<file path="config.mk">
export PLATFORM = sky130hd
export DESIGN_NAME = nibble_serial_addsub
export DESIGN_NICKNAME = d
export VERILOG_FILES = /design/src/rtl/nibble_serial_addsub.sv
export SDC_FILE = /design/constraint.sdc
export NUM_CORES = 1
export LEC_CHECK = 0
export CAP_MARGIN = 20
export CORE_MARGIN = 2
export CORE_UTILIZATION = 54
export DETAILED_ROUTE_END_ITERATION = 10
export GPL_ROUTABILITY_DRIVEN = 1
export GPL_TIMING_DRIVEN = 1
export PLACE_DENSITY = 0.9
export SLEW_MARGIN = 20
export SYNTH_ARGS = -nofsm -noshare
export SYNTH_HDL_FRONTEND = slang
export SYNTH_SLANG_ARGS = --single-unit
</file>
<file path="constraint.sdc">
create_clock -name clk -period 5.4 [get_ports clk]
set_input_delay 0.54 -clock clk [delete_from_list [all_inputs] [get_ports clk]]
set_output_delay 0.54 -clock clk [all_outputs]
set_load 0.03 [all_outputs]
</file>
<file path="src/rtl/nibble_serial_addsub.sv">
// nibble_serial_addsub: wide add/subtract through one 4-bit slice,
// one nibble per clock, carry rippled through a register.
module nibble_serial_addsub #(
  parameter  int NIBBLES = 4,
  localparam int W       = 4 * NIBBLES
) (
  input  logic         clk,
  input  logic         rst,
  input  logic         in_valid,
  output logic         in_ready,
  input  logic         op_sub,
  input  logic [W-1:0] a,
  input  logic [W-1:0] b,
  output logic         out_valid,
  input  logic         out_ready,
  output logic [W-1:0] result,
  output logic         carry_out,
  output logic         overflow
);

  localparam int IW = 3;

  typedef enum logic [1:0] {
    IDLE,
    RUN,
    DONE
  } state_e;

  state_e        state_q;
  logic [W-1:0]  a_q;
  logic [W-1:0]  b_q;
  logic          carry_q;
  logic [IW-1:0] idx_q;
  logic [W-1:0]  result_q;
  logic          cout_q;
  logic          ovf_q;

  logic [3:0]    a_nib_d;
  logic [3:0]    b_nib_d;
  logic [3:0]    sum_d;
  logic          cout_d;
  logic          last_d;
  logic          ovf_d;

  // Select the operand nibbles at idx and run them through the slice.
  always_comb begin
    a_nib_d = 4'h0;
    b_nib_d = 4'h0;
    for (int i = 0; i < NIBBLES; i++) begin
      if (idx_q == IW'(i)) begin
        a_nib_d = a_q[4*i +: 4];
        b_nib_d = b_q[4*i +: 4];
      end
    end
    {cout_d, sum_d} = {1'b0, a_nib_d}
                    + {1'b0, b_nib_d}
                    + {4'h0, carry_q};
    last_d = (idx_q == IW'(NIBBLES - 1));
    ovf_d  = (a_q[W-1] == b_q[W-1])
          && (sum_d[3] != a_q[W-1]);
  end

  // Control FSM plus operand, carry and result registers.
  always_ff @(posedge clk) begin
    if (rst) begin
      state_q  <= IDLE;
      a_q      <= '0;
      b_q      <= '0;
      carry_q  <= 1'b0;
      idx_q    <= '0;
      result_q <= '0;
      cout_q   <= 1'b0;
      ovf_q    <= 1'b0;
    end else begin
      unique case (state_q)
        IDLE: begin
          if (in_valid) begin
            a_q     <= a;
            b_q     <= op_sub ? ~b : b;
            carry_q <= op_sub;
            idx_q   <= '0;
            state_q <= RUN;
          end
        end
        RUN: begin
          for (int i = 0; i < NIBBLES; i++) begin
            if (idx_q == IW'(i)) begin
              result_q[4*i +: 4] <= sum_d;
            end
          end
          carry_q <= cout_d;
          idx_q   <= idx_q + IW'(1);
          if (last_d) begin
            cout_q  <= cout_d;
            ovf_q   <= ovf_d;
            state_q <= DONE;
          end
        end
        DONE: begin
          if (out_ready) begin
            state_q <= IDLE;
          end
        end
        default: state_q <= IDLE;
      endcase
    end
  end

  assign in_ready  = (state_q == IDLE);
  assign out_valid = (state_q == DONE);
  assign result    = result_q;
  assign carry_out = cout_q;
  assign overflow  = ovf_q;

endmodule

</file>
* Word-level counts from Yosys, hierarchy flattened
Cells that the tools add are included.
Storage, ports and cells: bits in registers 56, input bits 37, output and inout bits 20, word-level logic and storage cells 53
Operators by class: add/sub/neg operators 3, eq/ne operators 10, muxes and demuxes 17, bitwise logic cells 1, reductions and logical operators 11
Operator list (count):
- 4-bit two-way mux | 8
- 16-bit two-way mux | 1
- 16-bit inverter | 1
- 2-bit AND reduction | 6
- 3-bit by 2-bit == test with 1-bit output (second input constant) | 2
- 2-bit two-way mux | 3
- 2-bit one-hot mux with 3 select lines | 1
- 3-bit one-hot mux with 2 select lines | 1
- 4-bit by 4-bit adder with 5-bit output | 1
- 5-bit by 1-bit adder with 5-bit output | 1
- 2-bit inequality test (second input constant) | 2
- 3-bit by 1-bit adder with 3-bit output (second input constant) | 1
- 3-bit by 1-bit == test with 1-bit output (second input constant) | 1
- 3-bit zero test | 1
- 3-bit two-way mux | 1
- 3-bit AND reduction | 1
- 2-bit by 1-bit == test with 1-bit output (second input constant) | 1
- 2-bit == test (second input constant) | 1
- 2-bit zero test | 1
- 2-bit by 1-bit inequality test with 1-bit output (second input constant) | 1
- 1-bit one-hot mux with 2 select lines | 1
- 2-bit nonzero test | 1
- 1-bit == test | 1
- 1-bit logical AND | 1
- other kinds (2) | 2

* Logic depth before layout (Yosys ltp)
word-level depth 9, gate-level depth with buffers 13, depth with buffers taken out 12

* Worst setup path before layout
No wires, ideal clock.
path type register to register, from reg idx_q[0], to reg ovf_q, in the netlist overflow, library setup time 88 ps, arrival 2680 ps, required time 5312 ps, slack 2632 ps, cell stages (with the launch flop) 13, path buffers 2, clock period less this slack 2768 ps, cells stage by stage dfxtp_1 ha_1 clkbuf_1 and3b_1 a21oi_1 o21ai_0 a22oi_1 fa_1 and3b_1 or3_1 buf_2 a21o_1 a311oi_2
Between the ends: cells in the longest elaborated chain, start to end 9, elaborated cells between the ends (all ways) 17, classes of those cells 2 x add/sub; 4 x eq/ne; 8 x mux; 3 x reduce/logical
Ends and longest elaborated chain:
- start, declared | RTL line 33 | logic [IW-1:0] idx_q;
- start signal, assigned | RTL line 92 | idx_q <= idx_q + IW'(1);
- 3-bit zero test | RTL line 50 | if (idx_q == IW'(i)) begin
- 4-bit two-way mux (4 in series) | RTL line 50
- 4-bit by 4-bit adder with 5-bit output | RTL line 56 | + {1'b0, b_nib_d}
- 5-bit by 1-bit adder with 5-bit output | RTL line 57 | + {4'h0, carry_q};
- 1-bit inequality test | RTL line 60 | && (sum_d[3] != a_q[W-1]);
- 1-bit logical AND | RTL line 60
- end signal, assigned | RTL line 95 | ovf_q <= ovf_d;
- end, declared | RTL line 36 | logic ovf_q;
Several ways; a longest one is shown, not always the timed one. A chain may end at the register's enable or synchronous reset.

* Worst setup path after layout
from reg idx_q[0], to reg result_q[6], in the netlist result[6]
Between the ends: cells in the longest elaborated chain, start to end 7, elaborated cells between the ends (all ways) 15, classes of those cells 2 x add/sub; 3 x eq/ne; 8 x mux; 2 x reduce/logical
Ends and longest elaborated chain:
- 3-bit zero test | RTL line 50
- 4-bit two-way mux (4 in series) | RTL line 50
- 4-bit by 4-bit adder with 5-bit output | RTL line 56
- 5-bit by 1-bit adder with 5-bit output | RTL line 57
- end signal, assigned by index | RTL line 88 | result_q[4*i +: 4] <= sum_d;
- end, declared | RTL line 34 | logic [W-1:0] result_q;
Several ways; a longest one is shown, not always the timed one.

==> summary.txt <==
Placement
  – DP Wirelength: 4130 um
  – Routability cong.: 0.884
  – Port-buffer cells: 56
  – Post-place setup slack: 2.19 ns

Synthesis
  – Synth top area share: 42.7%
  – Sequential-to-total area share from yosys stat: 42.7%
  – Top_reg_cell synth: dfxtp_1
  – Netlist cell types: 29
  – #FFs+latches synth: 56
  – Synth top area cells: dfxtp_1, a211oi_1, nand2_1
  – Post-synth EDFFs: 0
  – Cell accounting for the most synthesized area: dfxtp_1
  – Mapped Cells: 313
  – Post-synth net total: 360
  – Mean area per synthesized cell: 8.38 um2
  – Asr flop ratio synth: 0%
  – Count leader, synth: dfxtp_1
  – Synth cell count leaders: dfxtp_1, nand2_1, nor2_1
  – Warnings from Yosys: 0
  – Cell Area, Synth: 2620 um2

Cells and area
  – Antenna diode count: 0
  – Nets@finish: 403
  – Fraction of layout cells with a size suffix above 1: 3.65%
  – Final core occ: 69.7%
  – Area grow syn2layout: 24.7%

Clock tree
  – CTS max path bufs: 2
  – Clock root cell: clkbuf_8
  – Num CTS Buffers: 5
  – Clock Latency Late Sink: 0.31 ns
  – CTS resizes: 0
  – Hold buffer count at cts: 0
  – Clock transition at the registers of the reported paths: 0.09 ns
  – CTS tree: built
  – # clock sinks: 56
  – # H-tree levels: 2
  – Post-CTS Setup Repair Bufs: 0

Pwr
  – Overall power: 841 uW
  – Worst VDD drop: 0.163 mV
  – P per Cell Area: 257 nW/um2
  – Leak Pwr: 0.00118 uW

STA
  – Fin crit period: 3.30 ns
  – Worst relative slew slack: 34.4%
  – RSZ-0062 raised after global routing: no
  – Setup TNS: 0 ns
  – Final Max Slew Viols: 0
  – Fin. Hold Viols: 0
  – Clock Skew: 0.00620 ns
  – Fmax: 303 MHz
  – Final Setup Violations: 0
  – Fin worst setup slack: 2.10 ns
  – Fin crit share: 61.1%
  – Worst Tran Pin Value: 0.984 ns

Route
  – DRC errors left: 0
  – DR iter-0 viols: 153
  – Via count: 2293
  – Via-to-Cell Ratio: 5.59
  – WL final: 5600 um
  – Wirelength per Cell: 13.6 um
  – Routed Antenna Nets: 0
  – 1st-pass router iterations: 6

Global route
  – Tot GR Track Use: 22.9%
  – Met2 Use GR: 38.1%
  – Antenna violations before repair: 0
  – Largest net degree at the start of global routing: 57
  – Met1 Track Usage GR: 28.8%
  – Vias in the first global route: 2120
  – Routing usage on met3: 5.62%
  – Grt total ovfl: 0
  – Grt peak-use layer: met2
  – First-pass GRT wire length: 9690 um

Outcome
  – Status: complete, no violations

Critical path
  – CP required: 5.64 ns
  – Critical path type: flip-flop to flip-flop
  – WP data arrival: 3.54 ns
  – Critical Path End Type: flip-flop
  – CP startpoint kind: flip-flop
  – CP max FO: 14

Die
  – Rows: 25
  – Initial Util: 55.9%
  – I/O pin count: 57
  – Total Die Area: 5430 um2
  – Core Region: 4690 um2
  – DIE WIDTH: 73.7 um
  – Die Span Y: 73.7 um

Worst hold path
  – Worst Hold Class: flip-flop to flip-flop

Job
  – Max_cap viols: 0
logic make-up (layout without fill, tap and decap cells):
group | after synthesis | count (layout) | share of synthesized area (%)
buffers and inverters | 26 | 69 | 3.91
and+or+nand+nor | 118 | 118 | 21.0
AOI/OAI and AO/OA | 83 | 83 | 20.2
xor gates and xnor gates | 17 | 17 | 5.68
DFF | 56 | 56 | 42.7
muxes | 3 | 3 | 1.15
adders and majority gates | 10 | 10 | 5.34
per-stage QoR:
stage	hold WS, ns	cells	area (um2)
floorplan	0.432	313	2620
global placement	0.446	403	3180
detailed placement	0.450	403	3190
CTS	0.463	410	3260
global route	0.484	410	3270
finish	0.460	410	3270
flip-flops by register name, summed over array words and instances (netlist names):
| signal | cells |
|---|---|
| overflow | 1 |
| idx_q | 3 |
| a_q | 16 |
| carry_q | 1 |
| result | 16 |
| b_q | 16 |
| carry_out | 1 |
| state_q | 2 |
cell type report:
class	count	area [um2]
inverters	4	15.0
clock inverters	1	5.00
multi-input cells	231	1420
clock buffers	6	72.6
fillers	393	1420
flip-flops and latches	56	1120
repair buffers	58	571
well taps	54	67.6
worst max-delay path: stages, from the launching register on:
cell and delay, ns:
dfxtp_1 0.36, ha_1 0.23, ha_1 0.36, nor2_1 0.56
a22oi_1 0.19, fa_1 0.48, fa_1 0.42, xnor2_1 0.38
mux2i_1 0.14, nor2_1 0.11
routing by layer:
metal / routed length [um] / vias to the layer above
li1: - / 1165
met1: 2540 / 1047
met2: 2690 / 73
met3: 276 / 8
met4: 87 / 0
met5: 0 / -
where the power goes:
group          internal (uW)  switching [uW]  leakage [uW]
logic                   82.8            90.0      0.000678
registers                437            17.2      0.000459
clock network           88.5             125     0.0000410
total                    609             232       0.00118
cell usage in the layout, fill, tap and decap left out:
cell,count
fa_1,2
a211oi_1,24
nor3_1,2
clkinv_2,1
a31oi_1,1
a21oi_1,33
buf_2,1
clkdlybuf4s50_1,55
nor2b_1,3
and2_1,1
a311oi_2,1
dfxtp_1,56
clkbuf_8,5
a22o_1,6
clkbuf_1,1
nor4bb_2,2
nor3b_4,1
nor4bb_1,1
o21a_1,1
nand2_1,47
nand2b_1,5
or3_1,1
ha_1,8
nand3_1,6
buf_4,2
nor2_1,40
mux2i_1,3
o21ai_0,10
inv_1,4
and3b_1,9
a21o_1,2
a22oi_1,5
xnor2_1,17
final timing paths:
kind,from,endpoint,slack [ns],depth (start not counted)
max,idx_q[0]$_SDFFE_PP0P_,result[6]$_SDFFE_PP0P_,2.10,9
min,a_q[2]$_SDFFE_PP0P_,a_q[2]$_SDFFE_PP0P_,0.46,2
max reg2reg,idx_q[0]$_SDFFE_PP0P_,result[6]$_SDFFE_PP0P_,2.10,9
min reg2reg,a_q[2]$_SDFFE_PP0P_,a_q[2]$_SDFFE_PP0P_,0.46,2
Power figures use the tool's default switching activity.
